$ cat src/rtl/player_hit_ctrl.sv
// Player-vs-obstacle collision controller: lives, score, hit flash and game-over sequencing.
// Drives the freeze (game) and spawn-reload (resetp) controls back into the player stage.
module player_hit_ctrl #(
    parameter int N_OBS        = 4,
    parameter int PW           = 16,
    parameter int PH           = 16,
    parameter int OW           = 32,
    parameter int OH           = 16,
    parameter int LIVES_INIT   = 3,
    parameter int FLASH_FRAMES = 32
) (
    input  logic                 clk,
    input  logic                 resetn,
    input  logic                 frame,
    input  logic                 btnC,
    input  logic [15:0]          px,
    input  logic [15:0]          py,
    input  logic [16*N_OBS-1:0]  obs_x,
    input  logic [16*N_OBS-1:0]  obs_y,
    output logic                 game,
    output logic                 resetp,
    output logic                 hit,
    output logic                 flash,
    output logic                 over,
    output logic [1:0]           lives,
    output logic [15:0]          score
);

    typedef enum logic [2:0] {
        S_IDLE,
        S_RESPAWN,
        S_PLAY,
        S_HIT,
        S_OVER
    } state_t;

    state_t      state, state_next;
    logic [1:0]  lives_next;
    logic [15:0] score_next;
    logic [7:0]  cnt, cnt_next;
    logic        btn_q;
    logic        start;
    logic        coll;
    logic        hit_next;

    assign start = btnC & ~btn_q;

    // Bounds are widened to 17 bits so boxes near 16'hFFFF do not wrap around to 0.
    always_comb begin
        coll = 1'b0;
        for (int i = 0; i < N_OBS; i++) begin
            if (({1'b0, px} < {1'b0, obs_x[16*i +: 16]} + 17'(OW)) &&
                ({1'b0, obs_x[16*i +: 16]} < {1'b0, px} + 17'(PW)) &&
                ({1'b0, py} < {1'b0, obs_y[16*i +: 16]} + 17'(OH)) &&
                ({1'b0, obs_y[16*i +: 16]} < {1'b0, py} + 17'(PH)))
                coll = 1'b1;
        end
    end

    always_comb begin
        // NOTE: every variable gets a default first so no path leaves it unassigned (no latch).
        state_next = state;
        lives_next = lives;
        score_next = score;
        cnt_next   = cnt;
        hit_next   = 1'b0;
        case (state)
            S_IDLE: begin
                if (start)
                    state_next = S_RESPAWN;
            end
            S_RESPAWN: begin
                state_next = S_PLAY;
            end
            S_PLAY: begin
                if (frame) begin
                    if (coll) begin
                        state_next = S_HIT;
                        hit_next   = 1'b1;
                        lives_next = lives - 2'd1;
                        cnt_next   = 8'd0;
                    end else if (score != 16'hFFFF) begin
                        score_next = score + 16'd1;
                    end
                end
            end
            S_HIT: begin
                if (frame) begin
                    cnt_next = cnt + 8'd1;
                    if (cnt == 8'(FLASH_FRAMES - 1))
                        state_next = (lives != 2'd0) ? S_RESPAWN : S_OVER;
                end
            end
            S_OVER: begin
                if (start) begin
                    state_next = S_RESPAWN;
                    lives_next = 2'(LIVES_INIT);
                    score_next = 16'd0;
                end
            end
            default: state_next = S_IDLE;
        endcase
    end

    // Outputs are decoded from the next state so they change on the same edge as the state.
    // NOTE: sequential state uses non-blocking assignments so all registers update together.
    always_ff @(posedge clk) begin
        if (!resetn) begin
            state  <= S_IDLE;
            lives  <= 2'(LIVES_INIT);
            score  <= 16'd0;
            cnt    <= 8'd0;
            btn_q  <= 1'b0;
            game   <= 1'b1;
            resetp <= 1'b1;
            hit    <= 1'b0;
            flash  <= 1'b0;
            over   <= 1'b0;
        end else begin
            state  <= state_next;
            lives  <= lives_next;
            score  <= score_next;
            cnt    <= cnt_next;
            btn_q  <= btnC;
            game   <= (state_next != S_PLAY);
            resetp <= (state_next == S_RESPAWN);
            hit    <= hit_next;
            flash  <= (state_next == S_HIT) ? cnt_next[2] : 1'b0;
            over   <= (state_next == S_OVER);
        end
    end

endmodule
$ cat config.mk
export PLATFORM = sky130hd
export DESIGN_NAME = player_hit_ctrl
export DESIGN_NICKNAME = d
export VERILOG_FILES = /design/src/rtl/player_hit_ctrl.sv
export SDC_FILE = /design/constraint.sdc
export NUM_CORES = 1
export LEC_CHECK = 0
export CORE_UTILIZATION = 45
export DETAILED_ROUTE_END_ITERATION = 8
export HOLD_SLACK_MARGIN = 0.02
export PLACE_DENSITY_LB_ADDON = 0.25
export SYNTH_ARGS = -nofsm -noshare
export SYNTH_HDL_FRONTEND = slang
export SYNTH_SLANG_ARGS = --single-unit
$ cat constraint.sdc
create_clock -name clk -period 5.5 [get_ports clk]
set_input_delay 1.1 -clock clk [delete_from_list [all_inputs] [get_ports clk]]
set_output_delay 1.1 -clock clk [all_outputs]
set_load 0.05 [all_outputs]
# Yosys cells after proc, flatten, opt, wreduce, memory -nomap -nowiden
# Cells that the tools add are included.
word_totals:
  mem_count: 0
  latchBits: 0
  word_cells: 105
  ram_bits: 0
  register_bits: 35
  output_inout_bits: 23
  mem_bits_ro: 0
classes:
  n_addsub: 13
  eq_ne: 16
  order_cmp: 16
  muxes: 25
  bitwise: 2
  n_reduce_logical: 22
  mul: 0
  n_div: 0
  shift: 0
ops:
  columns: ["op", "count"]
  rows:
  - ["$lt 16x17->1", 16]
  - ["$add 16x5->17 const B", 6]
  - ["$add 16x6->17 const B", 4]
  - ["$mux 16", 4]
  - ["$pmux 16 s2", 1]
  - ["$mux 8", 3]
  - ["$mux 3", 6]
  - ["$add 16x1->16 const B", 1]
  - ["$ne 16x16->1 const B", 1]
  - ["$pmux 8 s2", 1]
  - ["$logic_and 1x1->1", 12]
  - ["$ne 2x2->1 const B", 6]
  - ["$pmux 3 s4", 1]
  - ["$eq 3x2->1 const B", 3]
  - ["$add 8x1->8 const B", 1]
  - ["$eq 8x5->1 const B", 1]
  - ["$reduce_and 4->1", 2]
  - ["$eq 3x1->1 const B", 2]
  - ["$eq 3x3->1 const B", 2]
  - ["$mux 2", 3]
  - ["$reduce_bool 2->1", 3]
  - ["$mux 1", 5]
  - ["$reduce_and 5->1", 1]
  - ["$pmux 2 s2", 1]
  - ["other kinds (8)", 8]

# Depth between registers and ports, before layout
logic_depth:
  word_depth: 14
  ltp_mapped: 17
  ltp_nobuf: 16

# Worst setup path before layout
# No wires, ideal clock.
synth_path:
  path_kind: "in2reg"
  start: "in obs_x[53]"
  end: "reg cnt[7]"
  stages: 15
  arrival_ps: 4400
  n_path_buf: 1
  required_ps: 5428
  setup_ps: 72
  slack_ps: 1029
  path_cell_list: "and3_1 > clkbuf_1 > nand3_1 > xnor2_1 > ha_1 > a21oi_1 > o21bai_1 > a2111oi_0 > o311ai_0 > a221o_1 > a2111o_1 > a211o_1 > and4_1 > or4_1 > a21oi_1"
synth_via:
  elab_chain_len: 8
  word_cells_on_any_way: 9
  cone_classes: "1 x add/sub; 2 x order compare; 1 x eq/ne; 1 x mux; 4 x reduce/logical"
synth_lines:
  columns: ["item", "line_no", "rtl"]
  rows:
  - ["start, declared", "18", "input logic [16*N_OBS-1:0] obs_x,"]
  - ["$add 16x6->17", "52", "if (({1'b0, px} < {1'b0, obs_x[16*i +: 16]} + 17'(OW)) &&"]
  - ["$lt 16x17->1", "52", null]
  - ["$logic_and 1x1->1 *", "52", null]
  - ["$logic_and 1x1->1 *", "53", "({1'b0, obs_x[16*i +: 16]} < {1'b0, px} + 17'(PW)) &&"]
  - ["$logic_and 1x1->1 *", "54", "({1'b0, py} < {1'b0, obs_y[16*i +: 16]} + 17'(OH)) &&"]
  - ["$mux 1 *", "52", null]
  - ["$ne 2x2->1 (no line) *", null, null]
  - ["$reduce_and 4->1 (no line) *", null, null]
  - ["end signal, assigned", "123", "cnt <= cnt_next;"]
  - ["end, declared", "40", "logic [7:0] cnt, cnt_next;"]
# Every way passes the cells marked *; elsewhere a longest branch is shown, timed or not.
# A chain may end at the register's enable or synchronous reset.

# Final worst setup path
# Ends and elaborated chain as after synthesis.

==> impl_results.rst <==
.. list-table::
   :header-rows: 1

   * - Metric
     - Value
   * - Via count
     - 9063
   * - Endpoint of the worst hold path
     - cnt[7]
   * - Mapped Nets
     - roughly 1500
   * - Average via count per standard cell
     - about 5.7
   * - Ant diodes
     - 0
   * - Filler cells
     - between 1500 and 2000
   * - Total standard cell area after synthesis
     - 8710 um^2
   * - Remaining design rule violation count
     - 0
   * - Worst Reg-to-Reg Cells
     - 9
   * - Minimum clock period after layout
     - just over 5 ns
   * - Post-route ant nets
     - 0
   * - Classification of the worst setup path
     - in2reg
   * - Internal reg-to-reg setup slack
     - between 2 and 3 ns
   * - Leakage Power
     - 5.01 nW
   * - Overflow left after global routing
     - 0
   * - Synth unique cells
     - 66
   * - FFs w/ async S/R, synth
     - 0
   * - Clock tree buffer depth
     - 2
   * - Most common library cell in the layout ignoring fill and taps
     - sky130_fd_sc_hd__ha_1
   * - Antenna violations before repair
     - 0
   * - Cell count after placement
     - around 1600
   * - Total negative slack
     - 0 ns
   * - Routed Wire Length
     - between 20000 and 30000 um
   * - Hold Worst Slack
     - a little under 0.5 ns
   * - Clock transition at the registers of the reported paths
     - approximately 0.050 ns
   * - Placeable core region
     - roughly 19000 um^2
   * - P per Cell Area
     - about 120 nW/um^2
   * - Number of levels the H-tree was split into
     - 2
   * - Horizontal die dimension
     - around 140 um
   * - Insertion delay of the later-clocked pin in the worst-skew pair
     - 0.28 ns
   * - Core Util, Final
     - 0.597
   * - Required time at the worst-slack endpoint
     - around 5.7 ns
   * - Post-CTS Setup Inserts
     - 0
   * - Buffers added on ports
     - roughly 190
   * - Max-slew headroom
     - 0.190
   * - Power after layout
     - about 1.3 mW
   * - Clock Tree Root
     - sky130_fd_sc_hd__clkbuf_16
   * - Worst hold-check path type
     - reg2reg
   * - Smallest setup slack after layout
     - ~0.4 ns
   * - Outcome
     - completed
   * - Largest net degree at the start of global routing
     - 17
   * - Reg-to-Reg Start
     - score[4]
   * - Post-detail-place hpwl
     - roughly 22000 um
   * - Total number of yosys warnings
     - 0
   * - Starting Density
     - 0.462
   * - Die area
     - approximately 20000 um^2
   * - Number of synthesized flops with an enable pin
     - 0
   * - # rows
     - 50
   * - Portion of the post-synthesis area used by sequential elements
     - 0.0805
   * - Count of state elements after synthesis
     - 35
   * - Signal arrival time at the worst endpoint
     - 5.32 ns
   * - Leading cell types in the layout, fill and taps excluded
     - 233 x sky130_fd_sc_hd__ha_1, 186 x sky130_fd_sc_hd__clkdlybuf4s50_1, 90 x sky130_fd_sc_hd__a21oi_1, 80 x sky130_fd_sc_hd__nand2_1, 73 x sky130_fd_sc_hd__nand3_1
   * - Maxcap violations
     - 0
   * - Post-route non-filler standard cell count
     - between 1500 and 2000
   * - Count of cells along the worst hold path
     - 2
   * - Placer's final routability congestion estimate
     - between 0.9 and 1
   * - CTS Buf Count
     - 5
   * - Crit end category
     - register
   * - Fraction of layout cells with a size suffix above 1
     - 0.0428
   * - Setup WS pre-CTS
     - 0.106 ns
   * - First-pass iteration count of the detailed router
     - 5
   * - Worst Path Max Fanout
     - 7
   * - I/O Pins
     - 187
   * - P&R area growth vs syn
     - 29.2%
   * - NumNets Final
     - 1727
   * - Hold-fix buffers at CTS
     - 0
   * - Vias in the first global route
     - about 8600
   * - CTS-repair resized insts
     - 0
   * - Detailed-route wire length per cell
     - roughly 16 um
   * - Overall Global Routing Usage
     - 0.260
   * - Final hold viol count
     - 0
   * - Highest achievable clock rate
     - 196 MHz
   * - Setup repair after global routing missed its margin
     - no
   * - Worst min-delay path startpoint
     - cnt[7]
   * - CTS tree
     - done
   * - Post-detailed-placement cell area
     - roughly 11000 um^2
   * - Die height
     - approximately 140 um
   * - Worst Skew
     - 0.00564 ns
   * - TritonCTS Sinks
     - 35
   * - Gate count after technology mapping
     - about 1100
   * - Kind of launch point of the worst setup path
     - input pin
   * - End of the worst register-to-register path
     - score[13]
   * - Count of final setup violators
     - 0
   * - Summed area of non-filler cells in the final layout
     - between 10000 and 15000 um^2
   * - Peak VDD IR
     - 0.115 mV
   * - Slew @ Worst Pin
     - 1.21 ns
   * - Fin crit share
     - 0.929
   * - First-pass GRT wire length
     - between 40000 and 50000 um
   * - Top_reg_cell synth
     - sky130_fd_sc_hd__dfxtp_1
   * - Number of DRC markers after the initial detailed-route iteration
     - slightly below 500
   * - Final-report max-slew violation count
     - 0
   * - Post-synthesis area per instance
     - between 7 and 8 um^2
[routing by layer]
layer  track usage  share of wire  wire, um
met5             0              0         0
met3        0.0265          0.050      1290
met1         0.351           0.48     12300
met4        0.0606          0.017       441
met2         0.443           0.46     11900
[where the power goes]
| part | internal (mW) | switching [mW] | total (mW) | leakage, nW |
|---|---|---|---|---|
| sequential | 0.258 | 0.00391 | 0.262 | 0.283 |
| combinational | 0.371 | 0.420 | 0.791 | 4.65 |
| clock | 0.167 | 0.101 | 0.268 | 0.0679 |
| total | 0.796 | 0.525 | 1.32 | 5.01 |
[area by class of cell]
type	count	area, um^2	share of cell area
well taps	260	325	0.0289
multi-input cells	997	7690	0.684
inverters	70	263	0.0234
flip-flops and latches	35	701	0.0623
clock inverters	1	5.00	0.000445
clock buffers	7	133	0.0118
repair buffers	221	2120	0.189
[registers in the layout, summed over array words and instances (netlist names), 2 cells and up]
signal,count
cnt,8
lives,2
state,3
score,16
[critical path, stage by stage]
cell                              delay (ns)
sky130_fd_sc_hd__clkdlybuf4s50_1        0.54
sky130_fd_sc_hd__and3_1                 0.27
sky130_fd_sc_hd__nand3_1                0.12
sky130_fd_sc_hd__xnor2_1                0.15
sky130_fd_sc_hd__ha_1                   0.29
sky130_fd_sc_hd__a21oi_1                0.13
sky130_fd_sc_hd__o21bai_1               0.09
sky130_fd_sc_hd__a2111oi_0              0.35
sky130_fd_sc_hd__o311ai_0               0.21
sky130_fd_sc_hd__a221o_1                0.42
sky130_fd_sc_hd__a2111o_1               0.43
sky130_fd_sc_hd__a211o_1                0.28
sky130_fd_sc_hd__and4_1                 0.27
sky130_fd_sc_hd__or4_1                  0.52
sky130_fd_sc_hd__a21oi_1                0.14
[Yosys cell counts (3+ instances only)]
cell type,instances,share of area
sky130_fd_sc_hd__a21boi_0,3,0.0026
sky130_fd_sc_hd__nor3_1,9,0.0052
sky130_fd_sc_hd__dfxtp_1,35,0.080
sky130_fd_sc_hd__xor2_1,60,0.060
sky130_fd_sc_hd__o31ai_1,9,0.0078
sky130_fd_sc_hd__nor4_1,7,0.0050
sky130_fd_sc_hd__nand2b_1,15,0.011
sky130_fd_sc_hd__or3_1,9,0.0065
sky130_fd_sc_hd__o221ai_1,5,0.0050
sky130_fd_sc_hd__o22ai_1,3,0.0022
sky130_fd_sc_hd__ha_1,233,0.33
sky130_fd_sc_hd__a2111oi_0,4,0.0040
sky130_fd_sc_hd__o32ai_1,3,0.0030
sky130_fd_sc_hd__a211oi_1,15,0.013
sky130_fd_sc_hd__a31oi_1,6,0.0043
sky130_fd_sc_hd__clkbuf_1,9,0.0039
sky130_fd_sc_hd__nor2_1,59,0.025
sky130_fd_sc_hd__and4_1,5,0.0050
sky130_fd_sc_hd__nand2_1,80,0.034
sky130_fd_sc_hd__a21o_1,36,0.031
sky130_fd_sc_hd__a31o_2,6,0.0060
sky130_fd_sc_hd__nand4_1,49,0.035
sky130_fd_sc_hd__nand3_1,73,0.042
sky130_fd_sc_hd__a311oi_1,3,0.0030
sky130_fd_sc_hd__o211ai_1,7,0.0060
sky130_fd_sc_hd__and2_1,10,0.0072
sky130_fd_sc_hd__o21ai_0,49,0.028
sky130_fd_sc_hd__xnor2_1,43,0.043
sky130_fd_sc_hd__or2_2,3,0.0022
sky130_fd_sc_hd__o21a_1,3,0.0026
sky130_fd_sc_hd__or4_1,8,0.0069
sky130_fd_sc_hd__a21oi_1,90,0.052
sky130_fd_sc_hd__a211o_1,6,0.0060
sky130_fd_sc_hd__and3_1,29,0.021
sky130_fd_sc_hd__inv_1,69,0.030
sky130_fd_sc_hd__mux2i_1,8,0.0092
sky130_fd_sc_hd__nor2b_1,12,0.0086
sky130_fd_sc_hd__maj3_1,3,0.0034
[worst max-delay path by stage]
stage                     startpoint      to  slack, ns  depth (start not counted)
after global placement     obs_x[53]  cnt[7]       0.22                         15
final                      obs_x[53]  cnt[7]       0.39                         15
after global routing       obs_x[53]  cnt[5]       0.17                         16
after floorplan            obs_x[53]  cnt[7]       1.03                         15
after CTS                  obs_x[53]  cnt[7]       0.39                         15
after detailed placement   obs_x[53]  cnt[5]       0.11                         16
[cell families (layout without fill, tap and decap cells)]
group | count (synthesis) | count (layout) | synth area share
XOR/XNOR | 104 | 104 | 0.105
multiplexers | 8 | 8 | 0.00920
AO/OA/AOI/OAI | 273 | 273 | 0.204
buffers and inverters | 82 | 299 | 0.0356
AND/OR/NAND/NOR | 375 | 375 | 0.225
flip-flops | 35 | 35 | 0.0805
adder cells (fa/ha/maj) | 237 | 237 | 0.340
Note: power is estimated with default switching activity, not from simulation.
